$ cat src/rtl/mem_access_unit.sv
// mem_access_unit: load/store initiator between the memory stage and a
// word-array data memory (Data_Mem) that has no byte enables.
//
// One byte-addressed request is accepted at a time. Loads read the word,
// select the byte/half lane and zero/sign-extend it. Word stores write
// directly. Sub-word stores read the word, merge the new lane and write it
// back. Misaligned or out-of-range requests are rejected without any memory
// strobe.
//
// Ports
//   Clock, ResetN              clock (shared with Data_Mem), async active-low reset
//   ReqValid/ReqReady          request handshake (taken on ReqValid && ReqReady)
//   ReqWrite, ReqSize,
//   ReqSigned, ReqAddr,
//   ReqWData                   request fields (size 00 byte, 01 half, 10 word)
//   RespValid, RespData,
//   RespError                  one-cycle completion pulse, load data, reject flag
//   MemAddress, MemWriteData,
//   MemWriteEnable, MemRead    Data_Mem port set (MemAddress is a word index)
//   MemReadData                Data_Mem ReadData (registered by the memory)
module mem_access_unit #(
  parameter int WORD_BITS = 10
) (
  input  logic        Clock,
  input  logic        ResetN,
  input  logic        ReqValid,
  output logic        ReqReady,
  input  logic        ReqWrite,
  input  logic [1:0]  ReqSize,
  input  logic        ReqSigned,
  input  logic [31:0] ReqAddr,
  input  logic [31:0] ReqWData,
  output logic        RespValid,
  output logic [31:0] RespData,
  output logic        RespError,
  output logic [31:0] MemAddress,
  output logic [31:0] MemWriteData,
  output logic        MemWriteEnable,
  output logic        MemRead,
  input  logic [31:0] MemReadData
);

  typedef enum logic [2:0] {
    S_IDLE,
    S_RD,
    S_CAP,
    S_WR,
    S_RESP
  } state_t;

  state_t      state_q;
  logic        write_q;
  logic        signed_q;
  logic [1:0]  size_q;
  logic [1:0]  lane_q;
  logic [31:0] wdata_q;

  logic        err_d;
  logic [31:0] widx_d;

  // Select the addressed lane of a word and extend it to 32 bits.
  function automatic logic [31:0] load_extract(input logic [31:0] word,
                                               input logic [1:0]  size,
                                               input logic [1:0]  lane,
                                               input logic        sgn);
    logic [7:0]  b;
    logic [15:0] h;
    logic [31:0] r;
    b = word[{lane, 3'b000} +: 8];
    h = lane[1] ? word[31:16] : word[15:0];
    case (size)
      2'b00:   r = sgn ? {{24{b[7]}}, b} : {24'd0, b};
      2'b01:   r = sgn ? {{16{h[15]}}, h} : {16'd0, h};
      default: r = word;
    endcase
    return r;
  endfunction

  // Overlay the low byte/half of the store data onto the fetched word.
  function automatic logic [31:0] store_merge(input logic [31:0] word,
                                              input logic [1:0]  size,
                                              input logic [1:0]  lane,
                                              input logic [31:0] data);
    logic [31:0] r;
    r = word;
    if (size == 2'b00) r[{lane, 3'b000} +: 8] = data[7:0];
    else               r[{lane[1], 4'b0000} +: 16] = data[15:0];
    return r;
  endfunction

  // Reject bad size, misalignment, or any address bit above the memory depth.
  always_comb begin
    err_d = (ReqSize == 2'b11) ||
            (ReqSize == 2'b01 && ReqAddr[0]) ||
            (ReqSize == 2'b10 && ReqAddr[1:0] != 2'b00) ||
            ((ReqAddr >> (WORD_BITS + 2)) != 32'd0);
    widx_d = {{(32 - WORD_BITS){1'b0}}, ReqAddr[WORD_BITS+1:2]};
  end

  // All outputs are registered; strobes default low so each is a single-cycle
  // pulse unless a state explicitly raises it for the next cycle.
  always_ff @(posedge Clock or negedge ResetN) begin
    if (!ResetN) begin
      state_q        <= S_IDLE;
      ReqReady       <= 1'b0;
      RespValid      <= 1'b0;
      RespError      <= 1'b0;
      RespData       <= 32'd0;
      MemAddress     <= 32'd0;
      MemWriteData   <= 32'd0;
      MemWriteEnable <= 1'b0;
      MemRead        <= 1'b0;
      write_q        <= 1'b0;
      signed_q       <= 1'b0;
      size_q         <= 2'b00;
      lane_q         <= 2'b00;
      wdata_q        <= 32'd0;
    end else begin
      RespValid      <= 1'b0;
      RespError      <= 1'b0;
      MemWriteEnable <= 1'b0;
      MemRead        <= 1'b0;
      case (state_q)
        S_IDLE: begin
          // Ready comes up one cycle after reset release and stays up in IDLE.
          ReqReady <= 1'b1;
          if (ReqValid && ReqReady) begin
            ReqReady <= 1'b0;
            write_q  <= ReqWrite;
            signed_q <= ReqSigned;
            size_q   <= ReqSize;
            lane_q   <= ReqAddr[1:0];
            wdata_q  <= ReqWData;
            RespData <= 32'd0;
            if (err_d) begin
              RespValid <= 1'b1;
              RespError <= 1'b1;
              state_q   <= S_RESP;
            end else begin
              MemAddress <= widx_d;
              if (ReqWrite && ReqSize == 2'b10) begin
                MemWriteData   <= ReqWData;
                MemWriteEnable <= 1'b1;
                state_q        <= S_WR;
              end else begin
                MemRead <= 1'b1;
                state_q <= S_RD;
              end
            end
          end
        end
        S_RD: begin
          // Memory registers ReadData at the edge ending this cycle.
          state_q <= S_CAP;
        end
        S_CAP: begin
          if (write_q) begin
            MemWriteData   <= store_merge(MemReadData, size_q, lane_q, wdata_q);
            MemWriteEnable <= 1'b1;
            state_q        <= S_WR;
          end else begin
            RespData  <= load_extract(MemReadData, size_q, lane_q, signed_q);
            RespValid <= 1'b1;
            state_q   <= S_RESP;
          end
        end
        S_WR: begin
          RespValid <= 1'b1;
          state_q   <= S_RESP;
        end
        S_RESP: begin
          ReqReady <= 1'b1;
          state_q  <= S_IDLE;
        end
        default: begin
          state_q <= S_IDLE;
        end
      endcase
    end
  end

endmodule
$ cat config.mk
export PLATFORM = sky130hd
export DESIGN_NAME = mem_access_unit
export DESIGN_NICKNAME = d
export VERILOG_FILES = /design/src/rtl/mem_access_unit.sv
export SDC_FILE = /design/constraint.sdc
export NUM_CORES = 1
export LEC_CHECK = 0
export BUFFER_PORTS_ARGS = -buffer_cell sky130_fd_sc_hd__buf_2
export CORE_MARGIN = 5
export CORE_UTILIZATION = 46
export DETAILED_ROUTE_END_ITERATION = 16
export PLACE_DENSITY = 0.77
export SLEW_MARGIN = 30
export SYNTH_ARGS = -nofsm -noshare
export SYNTH_HDL_FRONTEND = slang
export SYNTH_SLANG_ARGS = --single-unit
$ cat constraint.sdc
create_clock -name Clock -period 2.1 [get_ports Clock]
set_input_delay 0.21 -clock Clock [delete_from_list [all_inputs] [get_ports Clock]]
set_output_delay 0.21 -clock Clock [all_outputs]
set_load 0.005 [all_outputs]
==> results of run 1 <==
## area by class of cell
class	instances	area share, %
flip-flops and latches	104	34.6
multi-input cells	375	41.6
clock inverters	5	1.05
inverters	25	1.25
well taps	172	2.86
repair buffers	207	15.2
clock buffers	11	3.36
## through the flow
stage | hold WS [ns] | total power (uW)
5_1_grt | 0.0757 | 5790
3_3_place_gp | 0.0219 | 3620
2_1_floorplan | -0.0856 | 3200
3_5_place_dp | 0.0244 | 3670
4_1_cts | 0.0776 | 5530
6_report | 0.0848 | 5570
## power by group through the flow
stage	Clock [uW]	Sequential, uW	Combinational [uW]
2_1_floorplan	0	2230	967
3_3_place_gp	0	2290	1330
3_5_place_dp	0	2300	1380
4_1_cts	1880	2260	1390
5_1_grt	1950	2270	1570
6_report	1850	2270	1450
## Yosys cell counts (2+ instances only)
library cell | n | area share (%)
dfrtp_1 | 104 | 43
a22o_1 | 48 | 7.0
mux2_2 | 39 | 7.3
a21oi_1 | 38 | 3.1
mux2i_1 | 35 | 5.8
a221o_1 | 33 | 5.5
mux2_4 | 29 | 7.2
nand2_1 | 27 | 1.7
clkbuf_1 | 26 | 1.6
buf_4 | 23 | 2.9
inv_1 | 23 | 1.4
nor2_1 | 16 | 0.99
nand2b_1 | 10 | 1.0
a31oi_1 | 9 | 0.93
a21o_1 | 8 | 0.99
a221oi_1 | 8 | 1.2
o22ai_1 | 8 | 0.83
o2bb2ai_1 | 8 | 1.2
nor4_1 | 7 | 0.73
buf_1 | 6 | 0.37
o21ai_0 | 6 | 0.50
ha_1 | 5 | 1.0
buf_2 | 4 | 0.33
buf_6 | 4 | 0.75
nor3_1 | 4 | 0.33
clkinv_1 | 2 | 0.12
## flip-flops by register name, summed over array words and instances, names as in the netlist
name,cells
MemRead,1
RespValid,1
ReqReady,1
size_q,2
wdata_q,16
RespError,1
RespData,32
MemWriteEnable,1
signed_q,1
write_q,1
state_q,3
lane_q,2
MemWriteData,32
MemAddress,10
## per-layer routing
layer / share of wire (%) / track usage, % / wire (um) / up-vias
li1: - / - / - / 2363
met5: 0.070 / 0 / 13 / -
met2: 47 / 37.4 / 8730 / 285
met1: 41 / 30.4 / 7560 / 2559
met3: 9.5 / 7.46 / 1760 / 41
met4: 2.8 / 8.25 / 517 / 2
## how the worst max path moves through the flow
stage,startpoint,to,slack (ns),cells after the start
after floorplan,lane_q[1],MemWriteData[10],0.02,8
after global placement,ReqAddr[12],MemWriteData[10],-0.05,7
after detailed placement,ReqAddr[17],MemWriteData[28],-0.07,7
after CTS,lane_q[1],MemWriteData[1],-0.06,7
after global routing,lane_q[0],MemWriteData[1],-0.03,7
final,lane_q[0],MemWriteData[1],0.06,7
## timing repair
action | in CTS | in global routing
gates resized for setup | 0 | 8
endpoints found under the hold margin | 5 | 0
gates cloned | 0 | 0
hold buffers | 1 | 0
pin swaps | 0 | 0
endpoints found under the setup margin | 20 | 48
## logic make-up (layout without fill, tap and decap cells)
group / Yosys count / in the layout
other cells: 1 / 22
buf+inv: 88 / 248
simple gates: 75 / 75
compound gates: 170 / 170
mux: 103 / 103
fa+ha+maj: 5 / 5
flops: 104 / 104
## worst max-delay path, delay by kind of cell (launching register included)
kind	cells	cell delay, ns
buffers and inverters	2	0.27
AOI/OAI and AO/OA	2	0.39
and+or+nand+nor	1	0.54
adders and majority gates	1	0.27
DFF	1	0.38
muxes	1	0.14
## layout by cell type, fill, tap and decap left out, types with 2 or more instances in the layout
cell,instances
nand2b_1,10
buf_4,23
a221oi_1,8
clkbuf_8,2
nand2_2,2
o21ai_0,6
nand2_1,25
a31oi_1,9
a221o_1,33
o22ai_1,8
dfrtp_1,103
a21o_1,8
buf_12,3
clkbuf_16,9
a21oi_1,38
inv_1,23
buf_2,180
nor4_4,2
a22o_1,48
bufinv_16,2
mux2_4,29
conb_1,22
clkinv_1,2
mux2i_1,35
mux2_2,39
ha_1,4
o2bb2ai_1,8
nor4_1,6
nor2_1,15
clkinv_2,2
nor3_1,2
==> impl_metrics.toml, run 1 <==
[cts]
cts_num_sinks = 104
htree_levels = 3
cts_tree = "yes"
clkLatencyLatePin_ns = 0.36
cts_buffer_depth = 2
post_cts_buffers = 0
clk_pin_slew_ns = 0.07
cts_buffers = 9
cts_root_buffer = "clkbuf_16"

[finish]
fin_util_pct = 59.1
diodes = 0
area_growth_pct = 24.5
register_area_um2 = 2600
layout.cells.non_filler = 899
fill_cells = 1101
nets = 830
final_area_um2 = 7520
drive_gt1_share_pct = 41.8
multiInputGateArea_um2 = 3130

[power]
clkPwrFrac_pct = 33.2
p_leak_uw = 0.00402
p_sw_uw = 1740
intPower_uw = 3830
vdd_drop_max_v = 0.000566
p_per_area_nw_per_um2 = 741
swShare_pct = 31.2
pwr-share-comb_pct = 26.1
seqPwrFrac_pct = 40.7

[grt]
antenna_found_initial = 1
grt-ovfl-total = 0
grt_max_degree = 65
grt.total_usage_pct = 23.6
grt_pass1_vias = 5295
grt_pass1_wl_um = 29400

[floorplanning]
pin_count = 204
start_util_pct = 47.5
die_area_um2 = 15500
coreArea_um2 = 12700
rows = 41
dieWidth_um = 125
die_y_um = 125

[timing]
fin_crit_ns = 2.04
worst_clock_skew_ns = 0.0111
setup_ws_ns = 0.0585
setup_violations = 0
max_slew_margin_pct = 49.5
clock.fmax_mhz = 490
tightest_slew_ns = 0.755
slew_viol_final = 0
fin_setup_tns_ns = 0
timing.final.crit_share_pct = 97.2
grt_setup_unrepaired = "true"
hold_viol_final = 0

[routing]
drt-vias-per-instance = 5.84
vias = 5250
drc = 0
drtIter0Drc = 487
wl_um = 18600
ant_nets = 0
avgRoutedWirePerCell_um = 20.7
dr.pass1.iters = 6

[critical_path]
cp-start-kind = "flip-flop"
max_stage_delay_ns = 0.54
critical_path_arrival_ns = 2.34
r2r_slack_ns = 0.06
worstPathCellList = "inv_1 -> buf_4 -> ha_2 -> nor4b_4 -> a221o_1 -> a22o_1 -> mux2_2"
required_ns = 2.39
critical_path_class = "reg2reg"
rr_worst_depth = 7
critPathSlowestCell = "nor4b_4"
r2r-start = "lane_q[0]"
end_kind = "flip-flop"
path_max_fanout = 8
worst_r2r_endpoint = "MemWriteData[1]"

[logic_synthesis]
synthDistinctLibCells = 42
netlist_area_um2 = 6040
syn_avg_cell_area_um2 = 11.1
synth_edf_count = 0
ys_seq_elements = 104
synth-simple-area-share_pct = 6.34
syn_inst = 546
async_flop_share_pct = 100
synth_compound_area_share_pct = 21.7
yosysWarnings = 0
synthFlopType = "dfrtp_1"
synthAdderAreaFrac_pct = 1.04
synth_xor_area_share_pct = 0
seq_area_frac_synth_pct = 43.1
synth_top_family_by_area = "compound AO/OA/AOI/OAI gates"
synth.area.mux_share_pct = 20.3

[run]
maxCapViolCount = 0

[placed_design]
gp_congestion = 0.872
port_buffers = 181
dpl.cell_count = 882
dpl.hpwl_um = 13700
dp_slack_ns = -0.0707
placed_area_um2 = 7140

[worst_hold_path]
min_to = "write_q"
hp-start = "ReqWrite"
min_path_cells = 3
hp-class = "in2reg"

[status]
status = "completed"
No activity file was read; power rests on OpenSTA's default activity.
==> run 2: changes to the inputs <==
Settings changed: ABC_AREA set to 1, CORE_UTILIZATION 46 to 47.
==> run 2 against run 1 <==
  * Global-route usage up 2.6 points
  * Via count up 33%
  * Power up 19%
  * Synthesized cell count up 79%
  * Worst setup slack better by 0.19 ns
  * Sequential cell count unchanged
  * Final cell count up 47%
  * Critical path type unchanged
  * Maximum frequency up 10%
  * Largest cell class unchanged
  * Die area up 4.9%
  * Register-to-register slack better by 0.19 ns
  * Clock power down 9%
==> impl_metrics.toml, run 2 <==
[placed_design]
dpl.hpwl_um = 16000
gp_congestion = 0.991
placed_area_um2 = 7530
port_buffers = 181
dpl.cell_count = 1309

[logic_synthesis]
syn_inst = 977
yosysMostFrequentCell = "nand2_1"
netlist_area_um2 = 6500
synthDistinctLibCells = 31
ys_seq_elements = 104
syn_avg_cell_area_um2 = 6.65
synth.top_cells.by_count = "415 x nand2_1, 104 x dfrtp_1, 103 x nand3_1"
synth_top_area_share_pct = 40.0
synth_edf_count = 0
synth_top_area_cell = "dfrtp_1"
seq_area_frac_synth_pct = 40.0
synthFlopType = "dfrtp_1"
async_flop_share_pct = 100
yosysWarnings = 0
synthTopCellsByArea = "dfrtp_1 40%, nand2_1 24%, nand3_1 7.9%, o21ai_0 4.5%, nor2_1 3.8%"

[power]
p_per_area_nw_per_um2 = 850
clkPwrFrac_pct = 25.4
seqPwrFrac_pct = 39.7
pwr-share-comb_pct = 34.9
p_sw_uw = 2490
intPower_uw = 4160
p_leak_uw = 0.00452
finalPower_uw = 6650
vdd_drop_max_v = 0.000362
swShare_pct = 37.5

[timing]
tightest_slew_ns = 0.799
grt_setup_unrepaired = "false"
fin_setup_tns_ns = 0
clock.fmax_mhz = 541
setup_violations = 0
worst_clock_skew_ns = 0.00668
timing.final.crit_share_pct = 88.1
hold_viol_final = 0
slew_viol_final = 0
fin_crit_ns = 1.85
max_slew_margin_pct = 46.7

[floorplanning]
die_y_um = 128
coreArea_um2 = 13700
dieWidth_um = 128
pin_count = 204
rows = 43
die_area_um2 = 16300
start_util_pct = 47.4

[cts]
cts_num_sinks = 104
cts_buffer_depth = 2
ctsResizeCount = 0
clk_pin_slew_ns = 0.07
cts_root_buffer = "clkbuf_16"
htree_levels = 3
cts_tree = "yes"
cts_buffers = 9
clkLatencyLatePin_ns = 0.35

[routing]
ant_nets = 0
vias = 6962
drt-vias-per-instance = 5.25
wl_um = 21300
avgRoutedWirePerCell_um = 16.0
drtIter0Drc = 734
dr.pass1.iters = 5
drc = 0

[grt]
grt-ovfl-total = 0
antenna_found_initial = 0
grt_pass1_vias = 6543
grt_pass1_wl_um = 34100
grt_max_degree = 52
grt.total_usage_pct = 26.2

[critical_path]
path_max_fanout = 8
end_kind = "flip-flop"
critical_path_arrival_ns = 2.14
critical_path_class = "reg2reg"
cp-start-kind = "flip-flop"
required_ns = 2.39

[status]
status = "completed"

[finish]
drive_gt1_share_pct = 20.8
layout.cells.non_filler = 1326
layout_commonest_cell = "nand2_1"
area_growth_pct = 20.4
fin_util_pct = 57.1
diodes = 0
reg_top3 = "MemWriteData x32, RespData x32, wdata_q x16"
layout_common_cells = "414 x nand2_1, 180 x buf_2, 104 x dfrtp_1"
nets = 1249
final_area_um2 = 7830

[worst_hold_path]
hp-class = "in2reg"

[run]
maxCapViolCount = 0
run 2: routing by layer:
| metal | vias up | wire length [um] | global-route usage (%) |
|---|---|---|---|
| li1 | 3407 | - | - |
| met1 | 3205 | 8860 | 34.6 |
| met2 | 304 | 9840 | 42.4 |
| met3 | 46 | 1750 | 4.97 |
| met4 | 0 | 830 | 11.0 |
| met5 | - | 0 | 0 |
run 2: final cells by class:
type	instances	area, um^2
Fill cell	1405	5890
Multi-Input combinational cell	751	3310
Inverter	64	240
Tap cell	180	225
Sequential cell	104	2600
Clock buffer	12	236
Clock inverter	4	53.8
Timing Repair Buffer	211	1160
run 2: path summary, 6_finish.rpt:
check                           depth (start not counted)  slack [ns]               end        startpoint
worst max-delay path                                    9        0.25   MemWriteData[1]         lane_q[1]
worst min register to register                          2        0.46  MemWriteData[18]  MemWriteData[18]
min in group asynchronous                               2        0.31      RespData[21]            ResetN
max in group asynchronous                               3        1.07   MemWriteData[9]            ResetN
worst min-delay path                                    3        0.07          signed_q         ReqSigned
worst max register to register                          9        0.25   MemWriteData[1]         lane_q[1]
run 2: critical path, cell delays in order (launching register included):
cell and delay, ns:
dfrtp_1 0.39, inv_2 0.13, ha_1 0.30, nor2_1 0.40, nand4_1 0.14, nand2_1 0.09, nand3_1 0.08, nand2_1 0.08
nand3_1 0.08, nand2_1 0.11
run 2: power by group through the flow:
stage | Sequential, uW | Clock, uW | Combinational [uW]
2_1_floorplan | 2630 | 0 | 1450
3_3_place_gp | 2680 | 0 | 2280
3_5_place_dp | 2680 | 0 | 2300
4_1_cts | 2640 | 1710 | 2310
5_1_grt | 2680 | 1790 | 2630
6_report | 2640 | 1690 | 2320
run 2: logic make-up after synthesis:
kind of cell | Yosys count | synth area share (%)
and+or+nand+nor | 597 | 37.4
buffers and inverters | 143 | 10.3
AOI/OAI and AO/OA | 127 | 11.2
DFF | 104 | 40.0
adders and majority gates | 5 | 0.963
other | 1 | 0.0577
run 2: metrics by stage:
| stage | hold slack (ns) | setup WS [ns] |
|---|---|---|
| global placement | 0.151 | 0.284 |
| CTS | 0.0664 | 0.254 |
| detailed placement | 0.150 | 0.272 |
| floorplan | -0.0856 | 0.0774 |
| finish | 0.0698 | 0.250 |
| global route | 0.0687 | 0.0390 |
run 2: repair_timing:
item	in CTS	in global routing
buffers inserted	0	0
hold buffers	1	0
hold endpoints to repair	26	0
